===== src/rtl/jtframe_debug_sched_if.sv =====
// Bus between core probe points / video timing and the debug scheduler.
//   master : drives lvbl, keys, auto_en, probe data/valid; reads the view
//   slave  : the scheduler; reads inputs, drives debug_view, view_sel, vb_start
interface jtframe_debug_sched_if #(
  parameter int NSRC = 4
);
  localparam int SELW = $clog2(NSRC);

  logic                 lvbl;        // vertical blank, active low
  logic                 page_next;   // key level
  logic                 page_prev;   // key level
  logic                 auto_en;     // 1 = round-robin
  logic [NSRC*8-1:0]    src_data;    // source i = src_data[8*i+:8]
  logic [NSRC-1:0]      src_valid;
  logic [7:0]           debug_view;  // snapshot of selected source
  logic [SELW-1:0]      view_sel;    // index shown in debug_view
  logic                 vb_start;    // 1-cycle pulse at vblank start

  modport master (
    output lvbl, page_next, page_prev, auto_en, src_data, src_valid,
    input  debug_view, view_sel, vb_start
  );

  modport slave (
    input  lvbl, page_next, page_prev, auto_en, src_data, src_valid,
    output debug_view, view_sel, vb_start
  );
endinterface


===== src/rtl/jtframe_debug_sched.sv =====
// Debug overlay scheduler: shares one 8-bit debug_view among NSRC probes.
// Selection is manual (next/prev key edges) or automatic round-robin,
// advancing every HOLD_FRAMES frames and fast-skipping invalid sources.
// The view is snapshotted only at vblank start so it never tears.
//
// Ports:
//   clk, rst_n : clock, asynchronous active-low reset
//   freeze     : (only with JTFRAME_DEBUG_FREEZE_EN) holds snapshot and
//                frame counter while high; keys still move the selection
//   bus        : jtframe_debug_sched_if.slave (lvbl, keys, auto_en,
//                src_data, src_valid -> debug_view, view_sel, vb_start)
//
// Optional feature macro: JTFRAME_DEBUG_FREEZE_EN
module jtframe_debug_sched #(
  parameter  int NSRC        = 4,
  parameter  int HOLD_FRAMES = 60,
  localparam int SELW        = $clog2(NSRC)
) (
  input  logic clk,
  input  logic rst_n,
`ifdef JTFRAME_DEBUG_FREEZE_EN
  input  logic freeze,
`endif
  jtframe_debug_sched_if.slave bus
);

  typedef enum logic { MANUAL, AUTO } state_t;

  state_t               state, state_nx;
  logic [SELW-1:0]      sel, sel_nx, key_sel;
  logic [7:0]           fcnt, fcnt_nx;
  logic                 last_next, last_prev, last_lvbl;
  logic                 armed;
  logic                 nxt, prv, vbs, vbs_eff, hold;
  logic [NSRC-1:0][7:0] src_arr;

  assign src_arr = bus.src_data;

`ifdef JTFRAME_DEBUG_FREEZE_EN
  assign hold = freeze;
`else
  assign hold = 1'b0;
`endif

  function automatic logic [SELW-1:0] inc(input logic [SELW-1:0] s);
    return (s == SELW'(NSRC-1)) ? '0 : s + 1'b1;
  endfunction

  function automatic logic [SELW-1:0] dec(input logic [SELW-1:0] s);
    return (s == '0) ? SELW'(NSRC-1) : s - 1'b1;
  endfunction

  // last_next/last_prev come out of reset at 0, so a key held across reset
  // release would look like a fresh press. 'armed' masks key edges for the
  // first cycle after reset, letting last_* catch up with the held level.
  assign nxt     = armed & bus.page_next & ~last_next;
  assign prv     = armed & bus.page_prev & ~last_prev;
  assign vbs     = ~bus.lvbl & last_lvbl;
  assign vbs_eff = vbs & ~hold;

  always_comb begin
    key_sel = sel;
    if (nxt && !prv) key_sel = inc(sel);
    if (prv && !nxt) key_sel = dec(sel);
  end

  always_ff @(posedge clk or negedge rst_n) begin
    if (!rst_n) begin
      state     <= MANUAL;
      sel       <= '0;
      fcnt      <= '0;
      last_next <= 1'b0;
      last_prev <= 1'b0;
      last_lvbl <= 1'b0;
      armed     <= 1'b0;
    end else begin
      state     <= state_nx;
      sel       <= sel_nx;
      fcnt      <= fcnt_nx;
      last_next <= bus.page_next;
      last_prev <= bus.page_prev;
      last_lvbl <= bus.lvbl;
      armed     <= 1'b1;
    end
  end

  always_comb begin
    state_nx = state;
    sel_nx   = sel;
    fcnt_nx  = fcnt;
    case (state)
      MANUAL: begin
        sel_nx  = key_sel;
        fcnt_nx = '0;
        if (bus.auto_en) state_nx = AUTO;
      end
      AUTO: begin
        if (!bus.auto_en) begin
          state_nx = MANUAL;
          fcnt_nx  = '0;
        end else if (nxt || prv) begin
          // a key restarts the hold period even if next+prev cancel out
          sel_nx  = key_sel;
          fcnt_nx = '0;
        end else if (vbs_eff) begin
          if (!bus.src_valid[sel]) begin
            sel_nx  = inc(sel);
            fcnt_nx = '0;
          end else if (fcnt == 8'(HOLD_FRAMES-1)) begin
            sel_nx  = inc(sel);
            fcnt_nx = '0;
          end else begin
            fcnt_nx = fcnt + 8'd1;
          end
        end
      end
      default: state_nx = MANUAL;
    endcase
  end

  // Snapshot uses the sel of the vblank cycle itself, so any selection
  // change made on that cycle shows up one frame later.
  always_ff @(posedge clk or negedge rst_n) begin
    if (!rst_n) begin
      bus.debug_view <= 8'h00;
      bus.view_sel   <= '0;
      bus.vb_start   <= 1'b0;
    end else begin
      bus.vb_start <= vbs;
      if (vbs_eff) begin
        bus.debug_view <= bus.src_valid[sel] ? src_arr[sel] : 8'h00;
        bus.view_sel   <= sel;
      end
    end
  end

endmodule

===== src/flat_wrapper.sv =====
// flat-port wrapper written by rule: the top's interface ports become plain ports
module jtframe_debug_sched_flat 
#(
  parameter  int NSRC        = 4,
  parameter  int HOLD_FRAMES = 60,
  localparam int SELW        = $clog2(NSRC)
)
  (clk, rst_n, bus_lvbl, bus_page_next, bus_page_prev, bus_auto_en, bus_src_data, bus_src_valid, bus_debug_view, bus_view_sel, bus_vb_start);
  jtframe_debug_sched_if #(.NSRC(NSRC)) bus_i ();
  input  logic clk;
  input  logic rst_n;
  input wire logic [$bits(bus_i.lvbl)-1:0] bus_lvbl;
  input wire logic [$bits(bus_i.page_next)-1:0] bus_page_next;
  input wire logic [$bits(bus_i.page_prev)-1:0] bus_page_prev;
  input wire logic [$bits(bus_i.auto_en)-1:0] bus_auto_en;
  input wire logic [$bits(bus_i.src_data)-1:0] bus_src_data;
  input wire logic [$bits(bus_i.src_valid)-1:0] bus_src_valid;
  output wire logic [$bits(bus_i.debug_view)-1:0] bus_debug_view;
  output wire logic [$bits(bus_i.view_sel)-1:0] bus_view_sel;
  output wire logic [$bits(bus_i.vb_start)-1:0] bus_vb_start;
  assign bus_i.lvbl = bus_lvbl;
  assign bus_i.page_next = bus_page_next;
  assign bus_i.page_prev = bus_page_prev;
  assign bus_i.auto_en = bus_auto_en;
  assign bus_i.src_data = bus_src_data;
  assign bus_i.src_valid = bus_src_valid;
  assign bus_debug_view = bus_i.debug_view;
  assign bus_view_sel = bus_i.view_sel;
  assign bus_vb_start = bus_i.vb_start;
  jtframe_debug_sched #(.NSRC(NSRC), .HOLD_FRAMES(HOLD_FRAMES)) u_core (.clk(clk), .rst_n(rst_n), .bus(bus_i));
endmodule

===== config.mk =====
export PLATFORM = sky130hd
export DESIGN_NAME = jtframe_debug_sched_flat
export DESIGN_NICKNAME = d
export VERILOG_FILES = /design/src/rtl/jtframe_debug_sched_if.sv /design/src/rtl/jtframe_debug_sched.sv /design/src/flat_wrapper.sv
export SDC_FILE = /design/constraint.sdc
export NUM_CORES = 1
export LEC_CHECK = 0
export CAP_MARGIN = 20
export CORE_MARGIN = 5
export CORE_UTILIZATION = 48
export CTS_CLUSTER_SIZE = 40
export DETAILED_ROUTE_END_ITERATION = 6
export GPL_TIMING_DRIVEN = 0
export PLACE_DENSITY = 0.94
export SETUP_SLACK_MARGIN = 0.15
export SYNTH_ARGS = -nofsm -noshare
export SYNTH_HDL_FRONTEND = slang
export SYNTH_SLANG_ARGS = --single-unit

===== constraint.sdc =====
create_clock -name clk -period 3.2 [get_ports clk]
set_input_delay 0.64 -clock clk [delete_from_list [all_inputs] [get_ports clk]]
set_output_delay 0.64 -clock clk [all_outputs]
set_load 0.1 [all_outputs]

==> After elaboration in Yosys (flattened, before gate mapping) <==
Cells that the tools add are included.
{ "totals": {"register_bits": 26, "wordCells": 58, "output_inout_bits": 11, "in_bits": 42} }
{ "classes": {"bitwise": 9, "addsub": 3, "eq_ne": 6, "muxes": 22, "reduce_logical": 7, "order_cmp": 1} }
{ "op_table": {"columns": ["op", "count"], "rows": [
  ["two-way mux 8 bit", 7],
  ["two-way mux 2 bit", 9],
  ["binary-select mux 8 bit (select 2 bit)", 1],
  ["case mux 8 bit (2 select lines)", 1],
  ["adder 8 x 1 -> 8 bit, second input constant", 1],
  ["== test 8 x 6 -> 1 bit, second input constant", 1],
  ["!= test 4 bit, second input constant", 2],
  ["bitwise AND 1 bit", 5],
  ["NOT 1 bit", 4],
  ["case mux 2 bit (2 select lines)", 1],
  ["< comparator 2 x 3 -> 1 bit, second input constant", 1],
  ["!= test 3 bit, second input constant", 1],
  ["AND reduction 3 bit", 1],
  ["adder 2 x 1 -> 2 bit, second input constant", 1],
  ["binary-select mux 1 bit (select 2 bit)", 1],
  ["== test 2 bit, second input constant", 1],
  ["logical AND 1 bit", 2],
  ["logical NOT 1 bit", 2],
  ["logical NOT 2 bit", 1],
  ["two-way mux 1 bit", 2],
  ["!= test 2 bit, second input constant", 1],
  ["subtractor 2 x 1 -> 2 bit, second input constant", 1],
  ["logical OR 1 bit", 1]
]} }

==> Longest topological paths before layout <==
Gate-level depths: netlist (run 1).
{ "depth": {"depth_word": 9, "depth_mapped": 7, "ltp_nobuf": 6} }

==> Worst setup path after synthesis (run 1) <==
OpenSTA, ideal clock, no wires.
{ "synth_path": {"path_kind": "input to register", "startpoint": "input bus_src_valid[3]", "endpoint": "register u_core.sel[0]", "t_required_ns": 3.073, "t_arrival_ns": 1.765, "path_slack_ns": 1.308, "n_path_buf": 0, "setup_time_ns": 0.127, "path_stages": 4, "cell_sequence": "mux4_2 o41ai_4 nand2_4 o32a_2"} }
{ "synth_between": {"elab_chain_len": 7, "word_cells_on_any_way": 9, "classes_between": "eq/ne: 1; mux: 7; reduce/logical: 1"} }
{ "synth_rtl": {"columns": ["element", "line_no", "rtl"], "rows": [
  ["start: declaration", "flat_wrapper.sv:17", "input wire logic [$bits(bus_i.src_valid)-1:0] bus_src_valid;"],
  ["binary-select mux 1 bit (select 2 bit) *", "jtframe_debug_sched.sv:106", "if (!bus.src_valid[sel]) begin"],
  ["two-way mux 1 bit (not written as such) *", "jtframe_debug_sched.sv:106", null],
  ["two-way mux 2 bit", "jtframe_debug_sched.sv:106", null],
  ["two-way mux 2 bit", "jtframe_debug_sched.sv:105", "end else if (vbs_eff) begin"],
  ["two-way mux 2 bit", "jtframe_debug_sched.sv:101", "end else if (nxt || prv) begin"],
  ["two-way mux 2 bit", "jtframe_debug_sched.sv:98", "if (!bus.auto_en) begin"],
  ["case mux 2 bit (2 select lines)", "jtframe_debug_sched.sv:91", "case (state)"],
  ["end signal: assignment", "jtframe_debug_sched.sv:78", "sel <= sel_nx;"],
  ["end: declaration", "jtframe_debug_sched.sv:30", "logic [SELW-1:0] sel, sel_nx, key_sel;"]
]} }
Mark *: on every way between the ends. The rest lies on a longest branch, timed or not. The select of a mux whose other input is x is not followed.
A chain may end at the register's enable or synchronous reset.

==> Final worst setup path (run 1) <==
{ "layout_path": {"startpoint": "register u_core.bus.view_sel[0]", "endpoint": "output bus_view_sel[0]"} }
{ "layout_lines": {"columns": ["element", "line_no", "rtl"], "rows": [
  ["start: declaration", "jtframe_debug_sched_if.sv:26", "output debug_view, view_sel, vb_start"],
  ["start signal: assignment", "jtframe_debug_sched.sv:132", "bus.view_sel <= sel;"],
  ["end: declaration", "flat_wrapper.sv:19", "output wire logic [$bits(bus_i.view_sel)-1:0] bus_view_sel;"]
]} }
No word-level cell between the ends.

==> out/results.txt, run 1 <==
status -> complete, no violations
ys async rst share -> 100.0%
Largest stage delay, worst path -> 1150 ps
Slew HR -> 33.54%
first-pass GRT wire length -> 6175 um
Post-Syn Area -> 0.001500 mm^2
Worst-path clk slew -> 130 ps
Synth Flop Type -> dfrtp_1
hpwl dp -> 3140 um
placed cell area -> 0.002103 mm^2
vias in the first global route -> 1395
RSZ-0062 raised after global routing -> false
Root Driver -> clkbuf_4
Fillers -> 228
commonest cells in the netlist -> dfrtp_1, nand2_1, nand3_1, nor2_1, a21oi_1
Residual DRC -> 0
CTS resizes -> 0
Crit Path Max Fanout -> 2
kind of critical path -> flip-flop to output port
GRT Total Usage -> 19.00%
crit-path cells -> clkdlybuf4s50_1
Initial Util -> 49.55%
PD cells -> 734.4 mW/mm^2
Least-Margin Pin Slew -> 993.7 ps
Placement Setup Slack -> 720.4 ps
Final Setup Violations -> 0
Yosys top cell area share -> 43.37%
CTS sink cnt -> 26
Synth area leaders -> dfrtp_1, mux4_2, nand2_1
Post-Syn Instances -> 145
TritonCTS Buffers -> 3
ant diodes -> 0
FF+latch count, synth -> 26
Ys Warns -> 0
TNS Setup -> 0 ps
routed len/inst -> 15.36 um
Max Freq -> 0.3968 GHz
Layout Cell Area excl Fill -> 0.002140 mm^2
peak supply drop -> 0.4063 mV
most frequent cell after synthesis -> dfrtp_1
GRT Residual Overflow -> 0
layout overhead on the synthesized area -> 42.62%
Post-synth EDFFs -> 0
Chip Height -> 65.91 um
initial drt markers -> 44
sequential area share after synthesis -> 43.37%
crit path buf inv count -> 1
clk_lat worst skew -> 330 ps
row count -> 20
IO Count -> 53
Die Area -> 0.004343 mm^2
Final Hold Fails -> 0
Max clock buf depth -> 2
Total Wirelength -> 3779 um
vias per cell -> 5.463
Vias -> 1344
post-CTS setup buffer count -> 0
leakage -> 0.8897 nW
Core ar. -> 0.003028 mm^2
PortBufs -> 52
clock skew -> 1.431 ps
CTS tree -> yes
kind of cell adding the most delay to the critical path -> buffers and inverters
DR pass1 iterations -> 4
MaxCap Viol Count -> 0
area leader, netlist -> dfrtp_1
Die Width -> 65.91 um
Final Critical Period -> 2520 ps
Post-DRT Antenna Nets -> 0
final worst-path cycle share -> 78.75%
initial antenna violation count -> 0
fin nets -> 248
H-tree levels -> 1
Data arrival, critical path -> 1880 ps
Critical Path RT -> 2560 ps
Hold Buf Count CTS -> 0
share of layout cells above drive strength 1 -> 10.89%
largest net degree at the start of global routing -> 18
Avg Synthesized Cell Area -> 10.35 um^2
final core occ -> 70.66%
Slew Limit Fails -> 0
syn_nets -> 190
slowest cell on the critical path -> clkdlybuf4s50_1
Worst Setup Start Kind -> flip-flop
Setup WS post-layout -> 680.0 ps
worst min path class -> flip-flop to flip-flop
Unique masters post-synth -> 39
RePlAce Congestion -> 0.8294
CP Capture Type -> output port
Pwr Total -> 1.571 mW
[area by class of cell]
type	instances	area, um^2	share of cell area, %
Buffer	7	31.28	1.462
Clock buffer	4	36.28	1.696
Inverter	5	18.77	0.8772
Multi-Input combinational cell	107	799.5	37.37
Sequential cell	26	650.6	30.41
Tap cell	44	55.05	2.573
Timing Repair Buffer	53	548.0	25.61
[worst paths after layout]
| path | start | endpoint | slack, ps | depth (start not counted) |
|---|---|---|---|---|
| max in group asynchronous | rst_n | u_core.bus.debug_view[5] | 2110 | 2 |
| hold / removal | u_core.bus.view_sel[1] | u_core.bus.view_sel[1] | 500 | 2 |
| setup reg to reg | u_core.sel[1] | u_core.sel[0] | 1060 | 7 |
| hold reg to reg | u_core.bus.view_sel[1] | u_core.bus.view_sel[1] | 500 | 2 |
| min in group asynchronous | rst_n | u_core.fcnt[4] | 630 | 1 |
| setup / recovery | u_core.bus.view_sel[0] | bus_view_sel[0] | 680 | 1 |
[worst register-to-register path: stages (launching register included)]
cell     delay (ps)
dfrtp_1         430
buf_1           460
inv_1           190
ha_1            240
nor3_1          180
a21oi_1          70
o31a_1          290
o32a_2          170
[state kept, by name (all words and copies together), names as in the netlist]
register and flops:
u_core.sel 2, u_core.last_next 1, u_core.bus.vb_start 1, u_core.bus.debug_view 8
u_core.fcnt 8, u_core.last_prev 1, u_core.last_lvbl 1, u_core.armed 1
u_core.bus.view_sel 2, u_core.state 1
[per-layer routing]
layer / global-route usage [%] / part of all wire, % / vias to the layer above
li1: - / - / 639
met1: 20.92 / 37 / 657
met2: 33.54 / 55 / 37
met3: 4.252 / 4.7 / 11
met4: 10.36 / 3.3 / 0
met5: 0 / 0 / -
[report_power, final]
part           internal [mW]  switching, mW  total (mW)
clock network         0.0698         0.0983       0.168
registers              0.396         0.0492       0.445
logic                  0.328          0.631       0.958
total                  0.793          0.778        1.57
[cells in the final DEF (no fill, tap or decap), types with 2 or more instances in the layout]
| master | synthesis | final |
|---|---|---|
| and2_1 | 2 | 2 |
| clkdlybuf4s50_1 | 0 | 52 |
| buf_2 | 4 | 4 |
| ha_1 | 3 | 3 |
| nand2_1 | 21 | 21 |
| inv_1 | 4 | 4 |
| mux2i_1 | 2 | 2 |
| nand2b_1 | 2 | 2 |
| a211oi_1 | 2 | 2 |
| nand4_1 | 2 | 2 |
| nand3_1 | 13 | 13 |
| clkbuf_1 | 2 | 2 |
| xnor2_1 | 6 | 6 |
| clkbuf_4 | 0 | 3 |
| nor2b_1 | 3 | 3 |
| dfrtp_1 | 26 | 26 |
| nor2_1 | 11 | 11 |
| nor3_1 | 2 | 2 |
| o21ai_0 | 3 | 3 |
| a21oi_1 | 9 | 9 |
| mux4_2 | 8 | 8 |
[kinds of logic after synthesis]
logic type / after synthesis / synth area share (%)
AOI/OAI and AO/OA: 25 / 12.59
xor gates and xnor gates: 6 / 3.503
adders and majority gates: 3 / 2.502
buffers and inverters: 12 / 3.336
DFF: 26 / 43.37
muxes: 11 / 15.10
other: 1 / 0.2500
and+or+nand+nor: 61 / 19.35
[stage by stage]
| step | hold WS, ps | cells |
|---|---|---|
| 3_3_place_gp | 456.6 | 241 |
| 4_1_cts | 504.0 | 246 |
| 6_report | 503.0 | 246 |
| 5_1_grt | 528.5 | 246 |
| 2_1_floorplan | 344.4 | 145 |
| 3_5_place_dp | 472.3 | 242 |
No activity file was read; power rests on OpenSTA's default activity.
==> run 2, diff against run 1 <==
- CORE_UTILIZATION: 48 -> 45
- PLACE_DENSITY: 0.94 -> 0.89
- clock period: 3.2 -> 2.6 ns (I/O delays scaled with it)
==> out/results.txt, run 2 (synthesis results as in run 1) <==
largest net degree at the start of global routing -> 18
PD cells -> 924.5 mW/mm^2
Max Freq -> 0.4188 GHz
CP Capture Type -> output port
kind of cell adding the most delay to the critical path -> buffers and inverters
first-pass GRT wire length -> 5506 um
H-tree levels -> 1
Post-DRT Antenna Nets -> 0
Worst Setup Start Kind -> flip-flop
Placement Setup Slack -> 223.5 ps
Top Registers -> u_core.bus.debug_view: 8 flops, u_core.fcnt: 8 flops
Hold Buf Count CTS -> 0
Fillers -> 260
FF/Latch Area -> 650.6 um^2
peak supply drop -> 0.5321 mV
row count -> 21
Crit Path Max Fanout -> 2
clock skew -> 11.03 ps
RSZ-0062 raised after global routing -> false
status -> complete, no violations
Total Wirelength -> 3518 um
placed cell area -> 0.002106 mm^2
layout overhead on the synthesized area -> 43.87%
Slew HR -> 33.43%
Core ar. -> 0.003284 mm^2
Multi-input gate area -> 799.5 um^2
PortBufs -> 52
final worst-path cycle share -> 91.84%
slowest cell on the critical path -> clkdlybuf4s50_1
clk_lat worst skew -> 330 ps
TritonCTS Buffers -> 3
Initial Util -> 45.68%
ant diodes -> 0
vias per cell -> 5.266
fin nets -> 248
MaxCap Viol Count -> 0
crit-path cells -> clkdlybuf4s50_1
routed len/inst -> 14.19 um
RePlAce Congestion -> 0.7484
post-CTS setup buffer count -> 0
initial antenna violation count -> 0
share of layout cells above drive strength 1 -> 10.89%
Die Area -> 0.004589 mm^2
Least-Margin Pin Slew -> 995.4 ps
vias in the first global route -> 1261
kind of critical path -> flip-flop to output port
Root Driver -> clkbuf_4
Die Width -> 67.74 um
crit path buf inv count -> 1
Worst-path clk slew -> 140 ps
IO Count -> 53
hpwl dp -> 2838 um
Residual DRC -> 0
commonest non-fill, non-tap cells in the layout -> clkdlybuf4s50_1, dfrtp_1, nand2_1
leakage -> 0.8966 nW
commonest non-fill, non-tap cell in the layout -> clkdlybuf4s50_1
DR pass1 iterations -> 4
Largest stage delay, worst path -> 1150 ps
Final Setup Violations -> 0
Critical Path RT -> 2080 ps
Final Critical Period -> 2388 ps
initial drt markers -> 74
GRT Total Usage -> 15.91%
Setup WS post-layout -> 212.3 ps
Slew Limit Fails -> 0
TNS Setup -> 0 ps
CTS resizes -> 0
Vias -> 1306
GRT Residual Overflow -> 0
Data arrival, critical path -> 1870 ps
CTS tree -> yes
Max clock buf depth -> 2
worst min path class -> flip-flop to flip-flop
Final Hold Fails -> 0
Chip Height -> 67.74 um
Pwr Total -> 1.995 mW
CTS sink cnt -> 26
Layout Cell Area excl Fill -> 0.002158 mm^2
run 2: cell types whose count changed in the layout (fill, tap and decap cells not counted):
cell	change
clkbuf_8	-1
bufinv_16	+1
run 2: worst register-to-register path, cell delays in order (launching register included):
cell and delay [ps]:
dfrtp_1 430, buf_1 470, inv_1 180, ha_1 260
nor3_1 200, a21oi_1 60, o31a_1 280, o32a_2 170
run 2: cell type report:
class | count | share of cell area, %
sequential | 26 | 30.14
clock buffer | 3 | 1.043
timing repair buffer | 53 | 25.39
inverter | 5 | 0.8696
clock inverter | 1 | 1.391
multi-input combinational | 107 | 37.04
buffer | 7 | 1.449
tap | 46 | 2.667
run 2: routing by layer:
metal  vias to the layer above  track usage, %  part of all wire, %
met3                         6           5.158                  5.8
li1                        638               -                    -
met1                       629           18.78                   41
met4                         0           3.544                  1.1
met2                        33           27.95                   52
met5                         -               0                    0
run 2: stage by stage:
step	hold WS, ps	util (%)	cells
4_1_cts	499.1	65.71	248
3_5_place_dp	467.5	64.11	244
3_3_place_gp	456.5	63.28	243
2_1_floorplan	224.4	-	145
6_report	490.4	65.71	248
5_1_grt	524.4	65.71	248
run 2: where the power goes:
part	internal [mW]	switching (mW)	leakage, nW
Sequential	0.487	0.0552	0.334
Combinational	0.404	0.771	0.535
Clock	0.156	0.122	0.0279
run 2: worst paths after layout:
| kind | start | endpoint | slack (ps) | depth (start not counted) |
|---|---|---|---|---|
| max reg2reg | u_core.sel[1] | u_core.sel[0] | 450 | 7 |
| min | u_core.bus.debug_view[3] | u_core.bus.debug_view[3] | 490 | 2 |
| min in group asynchronous | rst_n | u_core.fcnt[4] | 510 | 1 |
| max | u_core.bus.debug_view[4] | bus_debug_view[4] | 210 | 1 |
| max in group asynchronous | rst_n | u_core.sel[0] | 1620 | 2 |
| min reg2reg | u_core.bus.debug_view[3] | u_core.bus.debug_view[3] | 490 | 2 |
